`src/rtl/bounce_gen.sv`:
```
// Contact-bounce emulator: turns a clean level into a pseudo-random bouncy one for exercising debounce logic.
// Optional `bypass` input (registered straight copy of level_in) is enabled with `define BOUNCE_GEN_BYPASS_EN.
module bounce_gen #(
    parameter int          WIDTH         = 1,
    parameter int          BOUNCE_MAX    = 7,
    parameter int          GLITCH_MAX    = 7,
    parameter int          STABLE_CYCLES = 64,
    parameter logic [15:0] SEED          = 16'hACE1
) (
    input  logic             clk,
    input  logic             reset_n,
`ifdef BOUNCE_GEN_BYPASS_EN
    input  logic             bypass,
`endif
    input  logic [WIDTH-1:0] level_in,
    output logic [WIDTH-1:0] out,
    output logic             busy,
    output logic             done
);

    localparam logic [15:0] SEED_EFF  = (SEED == 16'h0000) ? 16'hACE1 : SEED;
    localparam logic [15:0] LFSR_MASK = 16'hB400;
    localparam int FLIP_W = (BOUNCE_MAX > 0) ? $clog2(2 * BOUNCE_MAX + 1) : 1;
    localparam int SEG_W  = (GLITCH_MAX > 0) ? $clog2(GLITCH_MAX + 1) : 1;
    localparam int STAB_W = (STABLE_CYCLES > 1) ? $clog2(STABLE_CYCLES) : 1;
    localparam logic [3:0]        BMASK     = 4'(BOUNCE_MAX);
    localparam logic [3:0]        GMASK     = 4'(GLITCH_MAX);
    localparam logic [STAB_W-1:0] STAB_LOAD = STAB_W'(STABLE_CYCLES - 1);

    typedef enum logic [1:0] {
        IDLE,
        BOUNCE,
        SETTLE
    } state_t;

    state_t             state, state_d;
    logic [WIDTH-1:0]   target, target_d;
    logic [WIDTH-1:0]   old, old_d;
    logic [WIDTH-1:0]   out_d;
    logic [FLIP_W-1:0]  flips, flips_d;
    logic [SEG_W-1:0]   seg, seg_d;
    logic [STAB_W-1:0]  stable, stable_d;
    logic               done_d;
    logic [15:0]        lfsr, lfsr_d;

    logic [3:0]         n_draw;
    logic [SEG_W-1:0]   seg_draw;
    logic [FLIP_W-1:0]  flips_draw;

    // Galois form: shift right, fold the mask in when a one drops out of bit 0.
    assign lfsr_d     = lfsr[0] ? ((lfsr >> 1) ^ LFSR_MASK) : (lfsr >> 1);
    assign n_draw     = lfsr[3:0] & BMASK;
    assign seg_draw   = SEG_W'(lfsr[7:4] & GMASK);
    assign flips_draw = FLIP_W'({1'b0, n_draw, 1'b0});

    always_comb begin
        // NOTE: every signal gets a default before the case so no path leaves one unassigned (no latches).
        state_d  = state;
        target_d = target;
        old_d    = old;
        out_d    = out;
        flips_d  = flips;
        seg_d    = seg;
        stable_d = stable;
        done_d   = 1'b0;

        case (state)
            IDLE: begin
                if (level_in != target) begin
                    target_d = level_in;
                    old_d    = out;
                    out_d    = level_in;
                    if (n_draw == 4'd0) begin
                        state_d  = SETTLE;
                        stable_d = STAB_LOAD;
                    end else begin
                        flips_d = flips_draw;
                        seg_d   = seg_draw;
                        state_d = BOUNCE;
                    end
                end
            end
            BOUNCE: begin
                if (seg == '0) begin
                    // An even flip count guarantees the last flip lands on target.
                    out_d   = (out == target) ? old : target;
                    flips_d = flips - FLIP_W'(1);
                    seg_d   = seg_draw;
                    if (flips == FLIP_W'(1)) begin
                        state_d  = SETTLE;
                        stable_d = STAB_LOAD;
                    end
                end else begin
                    seg_d = seg - SEG_W'(1);
                end
            end
            SETTLE: begin
                if (stable == '0) begin
                    done_d  = 1'b1;
                    state_d = IDLE;
                end else begin
                    stable_d = stable - STAB_W'(1);
                end
            end
            default: state_d = IDLE;
        endcase

`ifdef BOUNCE_GEN_BYPASS_EN
        if (bypass) begin
            state_d  = IDLE;
            out_d    = level_in;
            target_d = level_in;
            done_d   = 1'b0;
        end
`endif
    end

    // NOTE: state registers use non-blocking assignments so every flop samples pre-edge values.
    always_ff @(posedge clk) begin
        if (!reset_n) begin
            state  <= IDLE;
            target <= '0;
            old    <= '0;
            out    <= '0;
            flips  <= '0;
            seg    <= '0;
            stable <= '0;
            done   <= 1'b0;
            lfsr   <= SEED_EFF;
        end else begin
            state  <= state_d;
            target <= target_d;
            old    <= old_d;
            out    <= out_d;
            flips  <= flips_d;
            seg    <= seg_d;
            stable <= stable_d;
            done   <= done_d;
            lfsr   <= lfsr_d;
        end
    end

`ifdef BOUNCE_GEN_BYPASS_EN
    assign busy = (state != IDLE) && !bypass;
`else
    assign busy = (state != IDLE);
`endif

endmodule

```
`config.mk`:
```
export PLATFORM = sky130hd
export DESIGN_NAME = bounce_gen
export DESIGN_NICKNAME = d
export VERILOG_FILES = /design/src/rtl/bounce_gen.sv
export SDC_FILE = /design/constraint.sdc
export NUM_CORES = 1
export LEC_CHECK = 0
export ABC_AREA = 1
export CAP_MARGIN = 20
export CORE_MARGIN = 3
export CORE_UTILIZATION = 63
export DETAILED_ROUTE_END_ITERATION = 10
export GPL_ROUTABILITY_DRIVEN = 0
export GPL_TIMING_DRIVEN = 0
export PLACE_DENSITY = 0.82
export SYNTH_ARGS = -nofsm -noshare
export SYNTH_HDL_FRONTEND = slang
export SYNTH_SLANG_ARGS = --single-unit
export TNS_END_PERCENT = 5
```
`constraint.sdc`:
```
create_clock -name clk -period 3.75 [get_ports clk]
set_input_delay 0.9375 -clock clk [delete_from_list [all_inputs] [get_ports clk]]
set_output_delay 0.9375 -clock clk [all_outputs]
set_load 0.05 [all_outputs]
```
Word level (Yosys, flattened, before mapping)
Cells that the tools add are included.

word-level totals
  flip-flop bits (word level) = 35
  bits of input ports = 3
  output and inout bits = 3
  logic and storage cells = 65

operators by class
  add/sub/neg operators = 3
  equal/unequal tests = 12
  mux-type cells = 26
  bitwise operators = 1
  reductions and logical operators = 14

operators with widths
  operator                                                            number
  6-bit 2-to-1 mux                                                    5
  6-bit case mux with 3 select lines                                  1
  16-bit 2-to-1 mux                                                   1
  2-bit != test, second input constant                                7
  4-bit 2-to-1 mux                                                    3
  2-bit 2-to-1 mux                                                    5
  3-bit 2-to-1 mux                                                    3
  4-bit case mux with 2 select lines                                  1
  4-bit AND reduction                                                 2
  6-bit logical NOT                                                   1
  2-bit case mux with 3 select lines                                  1
  3-bit case mux with 2 select lines                                  1
  3-bit AND reduction                                                 2
  6-bit AND reduction                                                 1
  6-bit by 1-bit subtractor with 6-bit output, second input constant  1
  4-bit by 1-bit == test with 1-bit output, second input constant     1
  4-bit logical NOT                                                   1
  1-bit 2-to-1 mux                                                    4
  3-bit inverter with 4-bit output                                    1
  2-bit AND reduction                                                 2
  2-bit nonzero test                                                  2
  4-bit by 1-bit subtractor with 4-bit output, second input constant  1
  3-bit logical NOT                                                   1
  3-bit nonzero test                                                  1
  7 further kinds                                                     7

Depth between registers and ports, before layout
Gate-level depths: netlist (run 1).

  depth after elaboration = 4
  mapped depth = 13
  depth with buffers taken out = 13

Worst setup path after synthesis (run 1)
Ideal clock, no wire load.

  path kind = register to output
  start = reg state[0]
  end = out busy
  arrival = 833 ps
  data required time = 2812 ps
  path slack = 1979 ps
  stages on the path, launching flop included = 3
  path buffers = 0
  path through = dfxtp_1 > nor2_2 > inv_1

on the way
  word-level cells in the longest chain between the ends = 1

ends and longest elaborated chain
  element                 RTL line  source
  start, declared         36        state_t state, state_d;
  start signal, assigned  131       state <= state_d;
  2-bit nonzero test      146       assign busy = (state != IDLE);
  end, declared           17        output logic busy,

Every way passes these cells.

Final worst setup path (run 1)
Ends and elaborated chain as after synthesis.

==> key figures, run 1 <==
Global route
  • Initial antenna violation count: 0
  • Largest net degree at the start of global routing: 13
  • Wire length of the first global-routing pass: 5264 um
  • Number of global-route vias before repair: 1276
  • GRT overflow: 0
  • Total track usage: 20.81%

CTS
  • Post-CTS Setup Inserts: 0
  • Post-cts sizing count: 0
  • H-tree depth: 2
  • Clock sink count: 35
  • Clock latency on the worst-skew pair: 0.33 ns
  • Hold buffer count at cts: 0
  • Clock buffer count from CTS: 5
  • Root cell of the clock tree: clkbuf_4
  • Clock Path Buffers: 2
  • CTS tree: yes
  • Clock-pin slew on the worst setup and hold paths: 0.11 ns

Final layout
  • Layout net count: 248
  • Final design utilization: 75.71%
  • Fillers: 184
  • Area Overhead vs Synth: 8.934%
  • Layout cell share with drive strength beyond 1: 10.83%
  • Inserted Diodes: 0
  • Layout Cells excl Fill: 268

Floorplan
  • Die X: 56.34 um
  • Placement Rows: 17
  • Initial Util: 69.50%
  • Die area: 0.003174 mm^2
  • Die height: 56.34 um
  • Top Ports: 6
  • Core footprint: 0.002297 mm^2

STA
  • Setup_tns: 0 ns
  • Worst slew pin tran: 0.4864 ns
  • Slew headroom: 67.47%
  • Tcrit/Tclk final: 72.65%
  • RSZ-0062 raised after global routing: false
  • Tightest hold margin: 0.4230 ns
  • Fmax: 0.3671 GHz
  • Fin. Hold Viols: 0
  • Slew Limit Fails: 0
  • Min Tclk post-route: 2.724 ns
  • Worst Skew: 0.005242 ns
  • Setup Viol. Count Final: 0

Drt
  • Wirelength per Cell: 10.47 um
  • Total vias in the final route: 1370
  • WL final: 2807 um
  • Initial DRT Pass Iterations: 4
  • Drt drc: 0
  • Routed vias/inst: 5.112
  • DRT iter0 DRCs: 45
  • ANT nets after route: 0

Synthesis
  • Synth Area per Inst: 7.033 um^2
  • Number of synthesized register bits: 35
  • Syn nets: 236
  • Area leader, netlist: dfxtp_1
  • Synthesized netlist cell count: 227
  • Synth area leaders: dfxtp_1 44%, nand2_1 11%, nor2_1 9.2%
  • Ys Warns: 0
  • Top cell type's share of synthesized area: 43.89%
  • Cell Area, Synth: 0.001597 mm^2
  • Post-synthesis sequential area ratio: 43.89%
  • Distinct cells, synth: 22

Min path
  • Min-Delay Path Class: flip-flop to flip-flop

Critical path
  • Arrival @ worst endpoint: 1.79 ns
  • Crit path kind: flip-flop to output port
  • Worst Path Required: 2.81 ns
  • Critical path startpoint category: flip-flop
  • Crit path capture type: output port
  • CP max FO: 8

Power and ir drop
  • Peak supply drop: 0.0004914 V
  • Pleak: 0.8541 nW
  • Power per Cell Area: 753.3 mW/mm^2
  • Final Power: 1.310 mW

Outcome
  • Status: complete, no violations

Placed design
  • Port Buffers: 5
  • Final HPWL DP: 2026 um
  • Placed insts: 260

Job
  • Max_cap viols: 0
[report_power, final]
part	internal (mW)	switching [mW]	total, mW
combinational	0.203	0.379	0.582
sequential	0.459	0.0685	0.528
clock	0.0716	0.129	0.201
total	0.733	0.577	1.31
[through the flow]
step | area (um^2) | setup WS [ns]
after floorplan | 1597 | 1.979
after global placement | 1682 | 1.432
after detailed placement | 1682 | 1.405
after CTS | 1739 | 1.024
after global routing | 1739 | 0.9353
final | 1739 | 1.026
[placed cells by master (no fill, tap or decap), drive strengths merged, types with 5 or more instances in the layout]
cell,n
dfxtp,35
or2,6
nand3,11
nor2,44
inv,36
a21oi,11
clkbuf,8
o21ai,18
nand2,51
clkdlybuf4s50,5
ha,6
[kinds of logic after synthesis]
family	synth area share [%]
flip-flops	43.89
buffers and inverters	9.169
XOR/XNOR	0.5487
adder cells (fa/ha/maj)	4.702
AND/OR/NAND/NOR	32.21
AO/OA/AOI/OAI	9.483
[cell type report]
class | count | area (um^2) | area share (%)
repair buffers | 5 | 50.05 | 2.878
clock buffers | 5 | 37.54 | 2.158
multi-input cells | 153 | 749.5 | 43.09
flip-flops and latches | 35 | 700.7 | 40.29
plain buffers | 3 | 11.26 | 0.6475
clock inverters | 3 | 20.02 | 1.151
inverters | 36 | 135.1 | 7.770
well taps | 28 | 35.03 | 2.014
[registers in the layout, indices dropped and copies added (netlist names)]
signal  flops
target      1
stable      6
seg         3
state       2
out         1
done        1
old         1
lfsr       16
flips       4
[final timing paths]
kind / start / end / slack (ns) / cells past startpoint
max: state[0]$_SDFFE_PN0P_ / busy / 1.03 / 3
min: lfsr[3]$_SDFF_PN0_ / lfsr[2]$_SDFF_PN0_ / 0.42 / 2
max reg2reg: seg[0]$_SDFFE_PN0P_ / stable[5]$_SDFFE_PN0P_ / 2.22 / 13
min reg2reg: lfsr[3]$_SDFF_PN0_ / lfsr[2]$_SDFF_PN0_ / 0.42 / 2
[critical path, cell delays in order, from the launching register on]
cell and delay (ns):
dfxtp_1 0.37, nor2_2 0.31, inv_1 0.07, clkdlybuf4s50_1 0.70
[synth_stat cells, drive strengths merged]
library cell / n
nand2: 51
nor2: 44
inv: 36
dfxtp: 35
o21ai: 18
a21oi: 11
nand3: 11
ha: 6
or2: 6
clkbuf: 3
nand4: 2
nand3b: 1
nor3: 1
o22ai: 1
xnor2: 1
[layer usage]
metal	share of wire, %	GRT usage (%)
met5	0	0
met4	1.2	9.831
met3	3.8	5.057
met2	47	33.22
met1	48	26.24
Note: power is estimated with default switching activity, not from simulation.
==> run 2, diff against run 1 <==
Settings changed: CORE_UTILIZATION 63 to 53, PLACE_DENSITY 0.82 to 0.74.
Clock period 3.75 ns to 2.5 ns, I/O delays scaled along.
==> run 2 against run 1 <==
Via count is 3.4% lower. Routed wire length is 1.4% lower. Sequential share of layout area is 0.32 points lower. Non-clock buffer count stayed put. Core utilization is 13 points lower. Final area is 0.79% higher. Clock power is 66% higher. Flip-flop and latch count stayed put. Clock-buffer cell count is 1 higher. Setup slack worse by 0.91 ns. Combinational power is 47% higher. Global-route usage is 2.9 points lower. Critical endpoint unchanged.
==> key figures, run 2 (synthesis gave the netlist of run 1 again) <==
Outcome
  • Status: complete, no violations

STA
  • Slew Limit Fails: 0
  • Worst slew pin tran: 0.4887 ns
  • Fmax: 0.4192 GHz
  • Slew headroom: 67.32%
  • Setup_tns: 0 ns
  • RSZ-0062 raised after global routing: false
  • Setup Viol. Count Final: 0
  • Worst Skew: 0.01077 ns
  • Tcrit/Tclk final: 95.42%
  • Fin. Hold Viols: 0
  • Min Tclk post-route: 2.386 ns

Global route
  • Met2 GRT Util: 26.72%
  • Grt met1 use: 22.14%
  • Largest net degree at the start of global routing: 13
  • Most Used Layer, Global Route: met2
  • Total track usage: 17.94%
  • GRT overflow: 0
  • Met3 usage: 7.021%
  • Number of global-route vias before repair: 1178
  • Wire length of the first global-routing pass: 4795 um
  • Initial antenna violation count: 0

Drt
  • Initial DRT Pass Iterations: 4
  • DRT iter0 DRCs: 66
  • Routed vias/inst: 4.886
  • Wirelength per Cell: 10.22 um
  • ANT nets after route: 0
  • Total vias in the final route: 1324
  • Drt drc: 0
  • WL final: 2769 um

Floorplan
  • Placement Rows: 19
  • Initial Util: 56.91%
  • Die X: 60.89 um
  • Die height: 60.89 um
  • Die area: 0.003707 mm^2
  • Core footprint: 0.002805 mm^2
  • Top Ports: 6

Critical path
  • Crit path capture type: output port
  • Crit path kind: flip-flop to output port
  • CP max FO: 8
  • Worst Path Required: 1.88 ns
  • Critical path startpoint category: flip-flop
  • Arrival @ worst endpoint: 1.76 ns

CTS
  • Hold buffer count at cts: 0
  • Clock-pin slew on the worst setup and hold paths: 0.11 ns
  • Clock latency on the worst-skew pair: 0.34 ns
  • Clock buffer count from CTS: 5
  • CTS tree: yes
  • Post-CTS Setup Inserts: 0
  • Root cell of the clock tree: clkbuf_4
  • Post-cts sizing count: 0
  • Clock Path Buffers: 2
  • Clock sink count: 35
  • H-tree depth: 2

Power and ir drop
  • Final Power: 1.983 mW
  • Pleak: 0.8614 nW
  • Power per Cell Area: 1131 mW/mm^2
  • Peak supply drop: 0.0006092 V

Final layout
  • Layout net count: 248
  • Inserted Diodes: 0
  • Area Overhead vs Synth: 9.796%
  • Layout cell share with drive strength beyond 1: 10.83%
  • Biggest regs: lfsr: 16 flops, stable: 6 flops, flips: 4 flops
  • Most frequent cells in the layout: 48 x nand2_1, 39 x nor2_1, 35 x dfxtp_1, 32 x inv_1, 18 x o21ai_0
  • Reg with most FFs: lfsr
  • Commonest non-fill, non-tap cell in the layout: nand2_1
  • Max reg flops: 16
  • Layout Cells excl Fill: 271

Placed design
  • Placed insts: 263
  • Final HPWL DP: 2008 um
  • Port Buffers: 5

Job
  • Max_cap viols: 0

Min path
  • Min-Delay Path Class: flip-flop to flip-flop
## run 2: changes by cell type in the layout (fill, tap and decap cells not counted), sizes merged
cell      previous run  this run
clkbuf               8         9
clkinvlp             2         1
## run 2: path summary, 6_finish.rpt
path,start,end,slack (ns),cells past startpoint
hold reg to reg,lfsr[15]$_SDFF_PN1_,lfsr[14]$_SDFF_PN0_,0.43,2
hold / removal,lfsr[15]$_SDFF_PN1_,lfsr[14]$_SDFF_PN0_,0.43,2
setup / recovery,state[0]$_SDFFE_PN0P_,busy,0.11,3
setup reg to reg,seg[0]$_SDFFE_PN0P_,stable[2]$_SDFFE_PN0P_,0.94,13
## run 2: power by group
part	internal [mW]	switching (mW)	total, mW
sequential	0.689	0.104	0.793
clock	0.138	0.194	0.333
combinational	0.302	0.555	0.857
## run 2: final cells by class
cell class / count / area [um^2]
fillers: 263 / 1052
multi-input cells: 153 / 749.5
flip-flops and latches: 35 / 700.7
inverters: 36 / 135.1
clock buffers: 6 / 51.30
repair buffers: 5 / 50.05
well taps: 31 / 38.79
clock inverters: 2 / 16.27
plain buffers: 3 / 11.26
## run 2: layer usage
layer	vias to the layer above	share of wire (%)
met2	21	44
met4	0	2.0
li1	722	-
met1	575	49
met5	-	0
met3	6	4.8
## run 2: critical path, stage by stage, from the launching register on
cell	delay (ns)
dfxtp_1	0.37
nor2_2	0.29
inv_1	0.07
clkdlybuf4s50_1	0.70
## run 2: through the flow
| stage | setup slack (ns) | area [um^2] | utilization (%) | hold WS, ns |
|---|---|---|---|---|
| 4_1_cts | 0.08552 | 1753 | 62.49 | 0.4281 |
| 3_5_place_dp | 0.4562 | 1685 | 60.08 | 0.4021 |
| 3_3_place_gp | 0.4406 | 1685 | 60.08 | 0.3954 |
| 5_1_grt | 0.0003710 | 1753 | 62.49 | 0.4354 |
| 2_1_floorplan | 1.042 | 1597 | - | 0.3905 |
| 6_report | 0.1145 | 1753 | 62.49 | 0.4252 |
